### src/rtl/issue_arbiter.sv
// Three-way issue arbiter (ALU/BRU/LSU): round-robin with anti-starvation promotion,
// with the multi-cycle LSU tracked as a busy resource until writeback or timeout.
module issue_arbiter #(
    parameter int unsigned STARVE_LIMIT = 4,
    parameter int unsigned LSU_TIMEOUT  = 31,
    parameter int unsigned CNT_W        = 32
) (
    input  logic             clk,
    input  logic             rst_n,
    input  logic             flush_i,
    input  logic             hold_i,
    input  logic [2:0]       req_i,
    input  logic             lsu_done_i,
    output logic [2:0]       gnt_o,
    output logic             gnt_valid_o,
    output logic [1:0]       gnt_idx_o,
    output logic             lsu_busy_o,
    output logic             lsu_timeout_o,
    output logic [CNT_W-1:0] issue_cnt_o
);

    localparam int unsigned WAIT_W = (STARVE_LIMIT < 1) ? 1 : $clog2(STARVE_LIMIT + 1);
    localparam int unsigned BUSY_W = (LSU_TIMEOUT < 1) ? 1 : $clog2(LSU_TIMEOUT + 1);

    typedef enum logic {
        LSU_IDLE = 1'b0,
        LSU_BUSY = 1'b1
    } lsu_state_e;

    lsu_state_e        lsu_state;
    logic [1:0]        rr_ptr;
    logic [WAIT_W-1:0] wait_cnt [3];
    logic [BUSY_W-1:0] busy_cnt;
    logic              lsu_timeout_q;

    logic              can_issue;
    logic [2:0]        eligible;
    logic [2:0]        starved;
    logic [2:0]        gnt;

    always_comb begin
        can_issue = rst_n & ~flush_i & ~hold_i;
        eligible  = req_i & {lsu_state != LSU_BUSY, 2'b11} & {3{can_issue}};
        for (int unsigned k = 0; k < 3; k++) begin
            starved[k] = eligible[k] & (wait_cnt[k] == WAIT_W'(STARVE_LIMIT));
        end

        gnt = '0;
        if (starved[0]) begin
            gnt = 3'b001;
        end else if (starved[1]) begin
            gnt = 3'b010;
        end else if (starved[2]) begin
            gnt = 3'b100;
        end else begin
            // Scan order starts at rr_ptr and wraps modulo 3.
            case (rr_ptr)
                2'd0: begin
                    if      (eligible[0]) gnt = 3'b001;
                    else if (eligible[1]) gnt = 3'b010;
                    else if (eligible[2]) gnt = 3'b100;
                end
                2'd1: begin
                    if      (eligible[1]) gnt = 3'b010;
                    else if (eligible[2]) gnt = 3'b100;
                    else if (eligible[0]) gnt = 3'b001;
                end
                default: begin
                    if      (eligible[2]) gnt = 3'b100;
                    else if (eligible[0]) gnt = 3'b001;
                    else if (eligible[1]) gnt = 3'b010;
                end
            endcase
        end
    end

    assign gnt_o         = gnt;
    assign gnt_valid_o   = |gnt;
    assign gnt_idx_o     = gnt[2] ? 2'd2 : (gnt[1] ? 2'd1 : 2'd0);
    assign lsu_busy_o    = (lsu_state == LSU_BUSY);
    assign lsu_timeout_o = lsu_timeout_q & rst_n;

    always_ff @(posedge clk) begin
        if (!rst_n) begin
            rr_ptr        <= '0;
            lsu_state     <= LSU_IDLE;
            busy_cnt      <= '0;
            lsu_timeout_q <= 1'b0;
            for (int unsigned k = 0; k < 3; k++) begin
                wait_cnt[k] <= '0;
            end
        end else if (flush_i) begin
            rr_ptr        <= '0;
            lsu_state     <= LSU_IDLE;
            busy_cnt      <= '0;
            lsu_timeout_q <= 1'b0;
            for (int unsigned k = 0; k < 3; k++) begin
                wait_cnt[k] <= '0;
            end
        end else begin
            if (gnt[0]) begin
                rr_ptr <= 2'd1;
            end else if (gnt[1]) begin
                rr_ptr <= 2'd2;
            end else if (gnt[2]) begin
                rr_ptr <= 2'd0;
            end

            // Blocked or stalled requesters keep their count; only live contention ages them.
            for (int unsigned k = 0; k < 3; k++) begin
                if (gnt[k] || !req_i[k]) begin
                    wait_cnt[k] <= '0;
                end else if (!hold_i && eligible[k] &&
                             (wait_cnt[k] != WAIT_W'(STARVE_LIMIT))) begin
                    wait_cnt[k] <= wait_cnt[k] + WAIT_W'(1);
                end
            end

            lsu_timeout_q <= 1'b0;
            if (lsu_state == LSU_IDLE) begin
                if (gnt[2]) begin
                    lsu_state <= LSU_BUSY;
                    busy_cnt  <= '0;
                end
            end else begin
                busy_cnt <= busy_cnt + BUSY_W'(1);
                if (lsu_done_i) begin
                    lsu_state <= LSU_IDLE;
                end else if (busy_cnt == BUSY_W'(LSU_TIMEOUT - 1)) begin
                    lsu_state     <= LSU_IDLE;
                    lsu_timeout_q <= 1'b1;
                end
            end
        end
    end

    always_ff @(posedge clk) begin
        if (!rst_n) begin
            issue_cnt_o <= '0;
        end else if (|gnt) begin
            issue_cnt_o <= issue_cnt_o + CNT_W'(1);
        end
    end

endmodule

### config.mk
export PLATFORM = sky130hd
export DESIGN_NAME = issue_arbiter
export DESIGN_NICKNAME = d
export VERILOG_FILES = /design/src/rtl/issue_arbiter.sv
export SDC_FILE = /design/constraint.sdc
export NUM_CORES = 1
export LEC_CHECK = 0
export BUFFER_PORTS_ARGS = -buffer_cell sky130_fd_sc_hd__buf_2
export CAP_MARGIN = 20
export CORE_MARGIN = 3
export CORE_UTILIZATION = 43
export CTS_BUF_LIST = sky130_fd_sc_hd__clkbuf_4
export CTS_CLUSTER_SIZE = 12
export DETAILED_ROUTE_END_ITERATION = 12
export GPL_ROUTABILITY_DRIVEN = 0
export SETUP_SLACK_MARGIN = 0.02
export SYNTH_ARGS = -nofsm -noshare
export SYNTH_HDL_FRONTEND = slang
export SYNTH_SLANG_ARGS = --single-unit
### constraint.sdc
create_clock -name clk -period 3.4 [get_ports clk]
set_clock_uncertainty 0.05 [all_clocks]
set_input_delay 0.34 -clock clk [delete_from_list [all_inputs] [get_ports clk]]
set_output_delay 0.34 -clock clk [all_outputs]
set_load 0.02 [all_outputs]
Word level (Yosys, flattened, before mapping)
Memory sizes are Yosys's and may differ from the RTL's. Index checks and enable logic that the tools add are counted.

$add $sub $neg: 5. Multiply operators: 0. Div/mod/pow operators: 0. Magnitude comparators: 0. Eq/ne operators: 8. Shift operators: 0. Muxes and demuxes: 65. Bitwise logic cells: 21. Reduce and logical (&&, ||, !) cells: 21.

Operators with widths (number): $mux 3 (18); $mux 1 (39); $add 32x1->32 const B (1); $mux 2 (5); $mux 5 (2); $add 3x1->3 const B (3); $eq 3x3->1 const B (3); $ne 3x3->1 const B (3); $or 1x1->1 (9); $and 1x1->1 (6); $and 3x3->3 (2); $logic_and 1x1->1 (6); $pmux 3 s2 (1); $reduce_or 3->1 (2); $add 5x1->5 const B (1); $eq 5x5->1 const B (1); $logic_not 1->1 (4); $not 1->1 (4); $reduce_bool 2->1 (2); $reduce_or 4->1 (1); $logic_or 1x1->1 (3); $reduce_bool 3->1 (1); $eq 2x1->1 const B (1); $logic_not 2->1 (1); $reduce_or 2->1 (1).

Bits in registers: 41. Bits in latches: 0. Bits in writable memories: 9. ROM bits: 0. Input port bits: 8. Output and inout bits: 40. Word-level logic and storage cells: 127. Memories: 1.

Memories: wait_cnt (depth 3, width 3, rd ports 3, clocked after memory_dff 0, wr ports 3, line 32) `logic [WAIT_W-1:0] wait_cnt [3];`.

Logic depth before layout (Yosys ltp)
Gate-level depths: netlist of the first run.

Depth after elaboration: 18. Depth in mapped cells: 12. Mapped depth without buffers: 9.

Worst setup path before layout of the first run
No wires, ideal clock.

Kind: flip-flop to flip-flop. Start: register lsu_state, in the netlist lsu_busy_o. End: register issue_cnt_o[26]. Library setup time: 70 ps. Arrival: 2318 ps. Required time: 3280 ps. Slack: 961 ps. Cell stages (with the launch flop): 10. Buffers on the path: 3. Clock period less this slack: 2439 ps. Cells stage by stage: dfxtp_1 clkbuf_1 nand2b_1 o211ai_1 a211o_1 and3_1 buf_6 buf_6 or4_1 a21oi_1.

Cells in the longest elaborated chain, start to end: 11. Elaborated cells between the ends (all ways): 15. Classes of those cells: mux (10); bitwise (4); reduce/logical (1).

RTL lines: start: declaration (line 30) `lsu_state_e lsu_state;`; start signal: assignment (line 86) `lsu_state <= LSU_IDLE;`; start signal: assignment (line 94) `lsu_state <= LSU_IDLE;`; start signal: assignment (line 122) `lsu_state <= LSU_BUSY;`; $not 1->1 (no line) *; $and 3x3->3 * (2 in series) (line 43) `eligible = req_i & {lsu_state != LSU_BUSY, 2'b11} & {3{can_issue}};`; $mux 3 (line 61) `else if (eligible[2]) gnt = 3'b100;`; $mux 3 (line 60) `else if (eligible[1]) gnt = 3'b010;`; $mux 3 (line 59) `if (eligible[0]) gnt = 3'b001;`; $pmux 3 s2 (line 57) `case (rr_ptr)`; $mux 3 * (line 53) `end else if (starved[2]) begin`; $mux 3 * (line 51) `end else if (starved[1]) begin`; $mux 3 * (line 49) `if (starved[0]) begin`; $reduce_or 3->1 * (line 140) `end else if (|gnt) begin`; end signal: assignment (line 141) `issue_cnt_o <= issue_cnt_o + CNT_W'(1);`; end: declaration (line 19) `output logic [CNT_W-1:0] issue_cnt_o`.

Every way passes the cells marked *; elsewhere a longest branch is shown, timed or not. A chain may end at the register's enable or synchronous reset.

==> results of run 1 <==
-- metal layers --
metal,share of wire,wire length [um]
met3,0.047,282
met4,0.0086,51
met1,0.48,2870
met2,0.46,2740
met5,0,0
-- worst max path at each step --
stage	from	endpoint	slack, ns	cells past startpoint
6_report	wait_cnt[0][0]$_SDFFCE_PN0P_	gnt_valid_o	0.54	8
3_3_place_gp	flush_i	issue_cnt_o[26]$_SDFFE_PN0P_	0.78	7
3_5_place_dp	rst_n	issue_cnt_o[25]$_SDFFE_PN0P_	0.74	7
2_1_floorplan	lsu_busy_o$_SDFF_PP0_	issue_cnt_o[26]$_SDFFE_PN0P_	0.96	9
5_1_grt	wait_cnt[1][0]$_SDFFCE_PN0P_	gnt_valid_o	0.33	8
4_1_cts	wait_cnt[0][0]$_SDFFCE_PN0P_	gnt_valid_o	0.53	8
-- where the power goes --
group	total, W	switching, W	internal [W]
Clock	0.000364	0.000191	0.000172
Combinational	0.0000863	0.0000582	0.0000281
Sequential	0.000617	0.00000717	0.000610
Total	0.00107	0.000257	0.000810
-- worst max-delay path: cells and delay by family, from the launching register on --
family	cells	cell delay [ns]
compound gates	2	0.49
fa+ha+maj	1	0.16
buf+inv	3	0.65
flops	1	0.44
simple gates	2	0.36
-- stage by stage --
step	hold slack, ns	instance area, um2	total power (W)
5_1_grt	0.0546	3040	0.00112
6_report	0.0804	3040	0.00107
2_1_floorplan	0.367	2690	0.000694
4_1_cts	0.0664	3040	0.00108
3_3_place_gp	0.418	2950	0.000715
3_5_place_dp	0.422	2950	0.000716
-- sequential cells by signal, indices dropped and copies added, names as in the netlist --
| name | count |
|---|---|
| busy_cnt | 5 |
| issue_cnt_o | 32 |
| lsu_busy_o | 1 |
| lsu_timeout_q | 1 |
| rr_ptr | 2 |
| wait_cnt | 9 |
-- cell families (layout without fill, tap and decap cells) --
logic type / Yosys count / count (layout) / synth area share
xor+xnor: 5 / 5 / 0.0163
mux: 13 / 13 / 0.0488
buf+inv: 36 / 77 / 0.0613
simple gates: 143 / 143 / 0.302
flops: 50 / 50 / 0.405
fa+ha+maj: 9 / 9 / 0.0418
compound gates: 53 / 53 / 0.125
-- cells in the mapped netlist (4+ instances only) --
cell | count | area share
nor3_1 | 4 | 0.0074
xnor2_1 | 4 | 0.013
nand2b_1 | 11 | 0.026
dfxtp_1 | 41 | 0.30
clkbuf_1 | 10 | 0.014
mux2i_1 | 12 | 0.045
or4_1 | 11 | 0.031
o21ai_0 | 6 | 0.011
nand2_1 | 32 | 0.045
o31ai_1 | 11 | 0.031
ha_1 | 9 | 0.042
inv_1 | 17 | 0.024
nand4_1 | 25 | 0.058
a21oi_1 | 24 | 0.045
nand3_1 | 13 | 0.024
or3_1 | 7 | 0.016
edfxtp_1 | 9 | 0.10
nor2_1 | 22 | 0.031
-- cell type report --
| type | count | area [um2] |
|---|---|---|
| inverters | 18 | 67.6 |
| fillers | 577 | 2950 |
| flip-flops and latches | 50 | 1090 |
| well taps | 75 | 93.8 |
| clock buffers | 7 | 52.6 |
| clock inverters | 1 | 30.0 |
| multi-input cells | 223 | 1440 |
| repair buffers | 51 | 265 |
==> impl_metrics.json, run 1 <==
{
  "rrSetupSlack_ns": 0.72,
  "cts.sinks": 50,
  "cts_resized": 0,
  "critical_path_arrival_ns": 2.47,
  "grt_overflow": 0,
  "final_cells": 425,
  "layout_common_cells": "47 x buf_2, 41 x dfxtp_1, 32 x nand2_1",
  "avgSynthCellArea_um2": 8.71,
  "groute.layer.met1.usage": 0.221,
  "grt_max_degree": 36,
  "postCtsHoldBufs": 0,
  "cts-root-buf": "clkbuf_4",
  "globalRouteTotalUtil": 0.169,
  "crit_fanout": 11,
  "first_pass_iters": 6,
  "vias": 2319,
  "setup_tns_ns": 0,
  "routed_wirelength_mm": 5.94,
  "fin_crit_ns": 2.86,
  "worstMarginPinSlew_ns": 0.709,
  "htree_num_levels": 2,
  "diodes": 0,
  "vias_per_cell": 5.46,
  "layout.cells.most_common": "buf_2",
  "ys_ff_latch": 50,
  "required_ns": 3.01,
  "clk_pin_slew_worst_paths_ns": 0.14,
  "worstSetupPathType": "reg -> out",
  "timing.final.ws_setup_ns": 0.541,
  "power_density_nw_per_um2": 351,
  "fin_nets": 366,
  "min-delay-start": "lsu_done_i",
  "hp-class": "in -> reg",
  "p_leak_nw": 1.22,
  "use_met3": 0.0320,
  "ys_types": 47,
  "area_growth_pct": 12.8,
  "drive_gt1_frac": 0.194,
  "rsz0062_at_grt": "no",
  "fin_util": 0.507,
  "core_area_um2": 5990,
  "portBuffers": 47,
  "hpwl_mm": 4.22,
  "yosys_warnings": 0,
  "drv_slew": 0,
  "drc": 0,
  "report.final.setup_viol": 0,
  "status": "complete, no violations",
  "grt_pass1_wl_mm": 10.1,
  "dieWidth_um": 85.1,
  "max_freq_ghz": 0.350,
  "holdPathStages": 2,
  "place_ws_ns": 0.738,
  "clk_latency_ns": 0.37,
  "finalHoldViolCount": 0,
  "antenna_found_initial": 0,
  "numCtsBuffers": 5,
  "top_usage_layer": "met2",
  "grt_pass1_vias": 2098,
  "maxCapViolCount": 0,
  "max_slew_margin": 0.525,
  "slowest_delay_ns": 0.44,
  "std_cell_rows": 28,
  "min_to": "lsu_timeout_q$_SDFF_PP0_",
  "io_pins": 48,
  "synth-edff-count": 9,
  "drtIter0Drc": 102,
  "cp-start-kind": "flip-flop",
  "syn_area_um2": 2690,
  "clock_path_buffers": 2,
  "start_util": 0.449,
  "die_h_um": 85.1,
  "ys_async_sr_fraction": 0,
  "worstPathCellList": "inv_1 -> ha_1 -> nand3_1 -> o22ai_2 -> a2111o_1 -> and3_1 -> clkinv_1 -> buf_2",
  "synth-seq-area-share": 0.405,
  "worstSetupEndpointType": "output pin",
  "ys.flop_type": "dfxtp_1",
  "reg2reg_to": "issue_cnt_o[27]$_SDFFE_PN0P_",
  "dp_cells": 417,
  "grt_util_met2": 0.285,
  "cts_tree": "yes",
  "ant_nets": 0,
  "cp_slowest_cell": "edfxtp_1",
  "synthCells": 309,
  "syn_nets": 326,
  "wl_per_cell_um": 14.0,
  "peakVddDrop_uv": 199,
  "min_period_over_period": 0.841,
  "ff2ff_path_depth": 9,
  "timing.rr.start": "wait_cnt[0][0]$_SDFFCE_PN0P_",
  "dieArea_um2": 7250,
  "cts_setup_buffers": 0
}
No activity file was read; power rests on OpenSTA's default activity.
==> run 2: changes to the inputs <==
PLACE_DENSITY = 0.67   (was not set)
clock period = 2.6 ns   (was 3.4 ns; I/O delays follow)
==> run 2 against run 1 <==
Die area did not move. Worst setup slack worse by 0.44 ns. Sequential power increased by 31%. Largest power group unchanged. Highest routed layer unchanged. Global-route usage up 0.88 points. Critical path depth up 2.
==> impl_metrics.json, run 2 (synthesis gave the netlist of run 1 again) <==
{
  "peakVddDrop_uv": 336,
  "grt_overflow": 0,
  "max_slew_margin": 0.736,
  "max_freq_ghz": 0.400,
  "reg.largest.list": "issue_cnt_o (32), wait_cnt (9), busy_cnt (5)",
  "use_met3": 0.0340,
  "wl_per_cell_um": 14.0,
  "worstSetupEndpointType": "flip-flop",
  "finalHoldViolCount": 0,
  "clk_latency_ns": 0.37,
  "groute.layer.met1.usage": 0.227,
  "status": "complete, no violations",
  "reg2reg_to": "issue_cnt_o[29]$_SDFFE_PN0P_",
  "multi_input_area_um2": 1460,
  "core_area_um2": 5990,
  "grt_pass1_wl_mm": 10.6,
  "grt_util_met2": 0.303,
  "maxCapViolCount": 0,
  "largest_reg_flops": 32,
  "holdPathStages": 2,
  "clk_pin_slew_worst_paths_ns": 0.15,
  "worstMarginPinSlew_ns": 0.394,
  "top_usage_layer": "met2",
  "seq_area_um2": 1090,
  "crit_fanout": 18,
  "layout_common_cells": "46 x buf_2, 41 x dfxtp_1, 31 x nand2_1",
  "std_cell_rows": 28,
  "vias_per_cell": 5.62,
  "drive_gt1_frac": 0.243,
  "fin_util": 0.544,
  "report.final.setup_viol": 0,
  "worstSetupPathType": "reg -> reg",
  "drv_slew": 0,
  "min_to": "wait_cnt[2][2]$_SDFFCE_PN0P_",
  "dieArea_um2": 7250,
  "antenna_found_initial": 0,
  "area_growth_pct": 21.0,
  "grt_max_degree": 26,
  "hp-class": "in -> reg",
  "top_register": "issue_cnt_o",
  "htree_num_levels": 2,
  "ant_nets": 0,
  "cts_tree": "yes",
  "setup_tns_ns": 0,
  "clock_path_buffers": 2,
  "globalRouteTotalUtil": 0.178,
  "dieWidth_um": 85.1,
  "rsz0062_at_grt": "yes",
  "min_period_over_period": 0.962,
  "rrSetupSlack_ns": 0.1,
  "vias": 2482,
  "routed_wirelength_mm": 6.18,
  "fin_crit_ns": 2.50,
  "diodes": 0,
  "cts-root-buf": "clkbuf_4",
  "p_leak_nw": 1.34,
  "ff2ff_path_depth": 10,
  "fin_nets": 383,
  "n_fill_cell": 567,
  "required_ns": 2.86,
  "portBuffers": 47,
  "layout.cells.most_common": "buf_2",
  "grt_pass1_vias": 2296,
  "min-delay-start": "req_i[2]",
  "hpwl_mm": 4.33,
  "drtIter0Drc": 157,
  "numCtsBuffers": 5,
  "cp-start-kind": "flip-flop",
  "start_util": 0.449,
  "critical_path_arrival_ns": 2.76,
  "cts.sinks": 50,
  "first_pass_iters": 4,
  "power_density_nw_per_um2": 463,
  "drc": 0,
  "io_pins": 48,
  "timing.rr.start": "wait_cnt[0][0]$_SDFFCE_PN0P_",
  "die_h_um": 85.1
}
## run 2: worst max-delay path, stage by stage (launching register included)
cell and delay, ns:
edfxtp_1 0.38, inv_1 0.05, ha_1 0.20, nand3_1 0.11, o22ai_2 0.10, a2111o_1 0.33
and3_4 0.18, buf_4 0.13, bufbuf_16 0.28, or4_1 0.50, a21oi_1 0.14
## run 2: cell type report
class | count | area share
tap | 75 | 0.0288
clock buffer | 5 | 0.0115
clock inverter | 3 | 0.0196
inverter | 18 | 0.0215
timing repair buffer | 68 | 0.137
sequential | 50 | 0.335
multi-input combinational | 223 | 0.447
## run 2: worst max-delay path by stage
stage | start | endpoint | slack (ns) | cells past startpoint
2_1_floorplan | lsu_busy_o$_SDFF_PP0_ | issue_cnt_o[26]$_SDFFE_PN0P_ | 0.16 | 9
3_3_place_gp | flush_i | gnt_valid_o | 0.20 | 9
3_5_place_dp | flush_i | issue_cnt_o[25]$_SDFFE_PN0P_ | 0.17 | 8
5_1_grt | wait_cnt[2][1]$_SDFFCE_PN0P_ | gnt_valid_o | 0.003 | 10
6_report | wait_cnt[0][0]$_SDFFCE_PN0P_ | issue_cnt_o[29]$_SDFFE_PN0P_ | 0.1 | 10
4_1_cts | wait_cnt[2][0]$_SDFFCE_PN0P_ | gnt_valid_o | 0.01 | 10
## run 2: through the flow
| step | hold slack, ns | power, W | setup WS, ns | cell area (um2) | instances |
|---|---|---|---|---|---|
| detailed placement | 0.396 | 0.000944 | 0.172 | 3030 | 425 |
| global placement | 0.390 | 0.000942 | 0.205 | 3030 | 425 |
| global route | 0.226 | 0.00156 | 0.00343 | 3260 | 442 |
| CTS | 0.226 | 0.00152 | 0.0143 | 3230 | 441 |
| finish | 0.232 | 0.00151 | 0.0990 | 3260 | 442 |
| floorplan | 0.287 | 0.000908 | 0.161 | 2690 | 309 |
## run 2: what timing repair did
| action | in CTS | in global routing |
|---|---|---|
| hold buffers | 1 | 0 |
| setup buffers | 6 | 1 |
| endpoints found under the hold margin | 1 | 0 |
| gates resized for setup | 6 | 7 |
| cloned | 1 | 0 |
| setup endpoints to repair | 3 | 4 |
| pin swaps | 4 | 3 |
## run 2: power by group
part | internal, W | total [W] | switching [W]
Sequential | 0.000797 | 0.000806 | 0.00000837
Clock | 0.000296 | 0.000548 | 0.000251
Combinational | 0.0000687 | 0.000154 | 0.0000853
## run 2: metal layers
metal / vias to the layer above / wire length [um]
met5: - / 0
met2: 68 / 2950
li1: 1236 / -
met4: 0 / 81
met3: 6 / 331
met1: 1172 / 2810
==> run 3: changes to the inputs <==
--- a/config.mk
+++ b/config.mk
@@ -7,3 +7,3 @@
 export LEC_CHECK = 0
-export BUFFER_PORTS_ARGS = -buffer_cell sky130_fd_sc_hd__buf_2
+export BUFFER_PORTS_ARGS = -buffer_cell sky130_fd_sc_hd__buf_4
 export CAP_MARGIN = 20
--- a/constraint.sdc
+++ b/constraint.sdc
@@ -4,2 +4,2 @@
 set_output_delay 0.26 -clock clk [all_outputs]
-set_load 0.02 [all_outputs]
+set_load 0.005 [all_outputs]
==> run 3 against run 2 <==
Clock power fell by 15%. Sequential share of layout area fell by 1.0 points. Critical path depth did not move. Global-route usage rose by 0.13 points. Via count fell by 0.73%. Die area did not move.
==> impl_metrics.json, run 3 (synthesis gave the netlist of run 1 again) <==
{
  "netSwitchingPower_w": 0.000340,
  "final_cells": 442,
  "cp-start-kind": "flip-flop",
  "ff2ff_path_depth": 10,
  "crit_fanout": 18,
  "whs_ns": 0.219,
  "area_growth_pct": 24.8,
  "wl_per_cell_um": 14.2,
  "critical_path_arrival_ns": 2.75,
  "drc": 0,
  "grt_pass1_vias": 2286,
  "std_cell_rows": 28,
  "antenna_found_initial": 0,
  "n_fill_cell": 552,
  "status": "complete, no violations",
  "clk_pin_slew_worst_paths_ns": 0.16,
  "p_int_w": 0.00108,
  "worstMarginPinSlew_ns": 0.398,
  "drv_slew": 0,
  "setup_tns_ns": 0,
  "htree_num_levels": 2,
  "max_slew_margin": 0.734,
  "grt_pass1_wl_mm": 10.8,
  "max_freq_ghz": 0.403,
  "largest_reg_flops": 32,
  "vias_per_cell": 5.57,
  "routed_wirelength_mm": 6.26,
  "timing.rr.start": "wait_cnt[1][0]$_SDFFCE_PN0P_",
  "worstSetupPathType": "reg -> reg",
  "min_period_over_period": 0.954,
  "rsz0062_at_grt": "no",
  "peakVddDrop_uv": 379,
  "pwr-share-comb": 0.106,
  "io_pins": 48,
  "globalRouteTotalUtil": 0.179,
  "dieArea_um2": 7250,
  "ant_nets": 0,
  "critPathTopFamily": "simple AND/OR/NAND/NOR gates",
  "vias": 2464,
  "slowest_delay_ns": 0.49,
  "min_to": "wait_cnt[2][0]$_SDFFCE_PN0P_",
  "layout_common_cells": "64 x buf_4, 41 x dfxtp_1, 31 x nand2_1",
  "first_pass_iters": 4,
  "core_area_um2": 5990,
  "grt_overflow": 0,
  "maxCapViolCount": 0,
  "cts.sinks": 50,
  "clk_latency_ns": 0.38,
  "clock_path_buffers": 2,
  "numCtsBuffers": 5,
  "fin_nets": 383,
  "dp_cells": 425,
  "report.final.setup_viol": 0,
  "die_h_um": 85.1,
  "cts-root-buf": "clkbuf_4",
  "cts_tree": "yes",
  "dieWidth_um": 85.1,
  "seq_power_share": 0.567,
  "reg2reg_to": "issue_cnt_o[29]$_SDFFE_PN0P_",
  "drtIter0Drc": 173,
  "worstPathCellList": "inv_1 -> ha_1 -> nand2_1 -> o22ai_2 -> a2111o_1 -> and3_4 -> buf_4 -> bufbuf_16 -> or4_1 -> a21oi_1",
  "clockPowerShare": 0.327,
  "start_util": 0.449,
  "grt_max_degree": 20,
  "worstSetupEndpointType": "flip-flop",
  "power_density_nw_per_um2": 423,
  "reg.largest.list": "issue_cnt_o (32), wait_cnt (9), busy_cnt (5)",
  "min-delay-start": "req_i[2]",
  "hpwl_mm": 4.32,
  "required_ns": 2.87,
  "diodes": 0,
  "fin_crit_ns": 2.48,
  "holdPathStages": 2,
  "cp_slowest_cell": "or4_1",
  "hp-class": "in -> reg",
  "p_leak_nw": 1.33,
  "finalHoldViolCount": 0,
  "p_sw_frac": 0.239,
  "top_register": "issue_cnt_o",
  "layout.cells.most_common": "buf_4",
  "portBuffers": 47,
  "rrSetupSlack_ns": 0.12,
  "drive_gt1_frac": 0.245,
  "path_buf_inv": 3
}
-- run 3: cell types whose count changed in the layout (fill, tap and decap cells not counted), sizes merged --
cell / delta
clkbuf: +1
bufinv: -1
-- run 3: routing by layer --
metal	vias to the layer above	track usage	share of wire
li1	1242	-	-
met1	1154	0.238	0.46
met2	58	0.294	0.47
met3	10	0.0350	0.050
met4	0	0.0547	0.015
met5	-	0	0
-- run 3: worst max-delay path by stage --
| stage | end | startpoint | slack [ns] | cells after the start |
|---|---|---|---|---|
| detailed placement | gnt_valid_o | flush_i | 0.14 | 9 |
| CTS | issue_cnt_o[29]$_SDFFE_PN0P_ | wait_cnt[0][0]$_SDFFCE_PN0P_ | 0.01 | 10 |
| finish | issue_cnt_o[29]$_SDFFE_PN0P_ | wait_cnt[1][0]$_SDFFCE_PN0P_ | 0.12 | 10 |
| global placement | gnt_valid_o | flush_i | 0.16 | 9 |
| global route | issue_cnt_o[29]$_SDFFE_PN0P_ | wait_cnt[1][1]$_SDFFCE_PN0P_ | 0.03 | 10 |
| floorplan | issue_cnt_o[26]$_SDFFE_PN0P_ | wait_cnt[0][0]$_SDFFCE_PN0P_ | 0.19 | 11 |
-- run 3: cell type report --
cell class	count	area (um2)	share of cell area
clock inverters	2	33.8	0.0101
well taps	75	93.8	0.0279
clock buffers	6	45.0	0.0134
flip-flops and latches	50	1090	0.325
multi-input cells	223	1470	0.438
inverters	18	70.1	0.0209
repair buffers	68	554	0.165
-- run 3: metrics by stage --
step / instance area (um2) / setup WS (ns) / total power (W) / utilization
4_1_cts: 3330 / 0.0130 / 0.00143 / 0.556
6_report: 3360 / 0.120 / 0.00142 / 0.561
3_5_place_dp: 3140 / 0.140 / 0.000944 / 0.525
2_1_floorplan: 2690 / 0.190 / 0.000900 / -
5_1_grt: 3360 / 0.0260 / 0.00147 / 0.561
3_3_place_gp: 3140 / 0.164 / 0.000942 / 0.525
-- run 3: timing repair --
item | CTS | global route
setup endpoints to repair | 1 | 13
hold buffers | 1 | 0
endpoints found under the hold margin | 1 | 0
pin swaps | 3 | 5
setup buffers | 7 | 1
gates resized for setup | 5 | 8
cloned | 1 | 0
-- run 3: power by group through the flow --
stage / sequential, W / combinational (W) / clock, W
3_5_place_dp: 0.000823 / 0.000121 / 0
4_1_cts: 0.000806 / 0.000151 / 0.000471
3_3_place_gp: 0.000823 / 0.000119 / 0
6_report: 0.000806 / 0.000151 / 0.000465
2_1_floorplan: 0.000822 / 0.0000786 / 0
5_1_grt: 0.000808 / 0.000165 / 0.000502
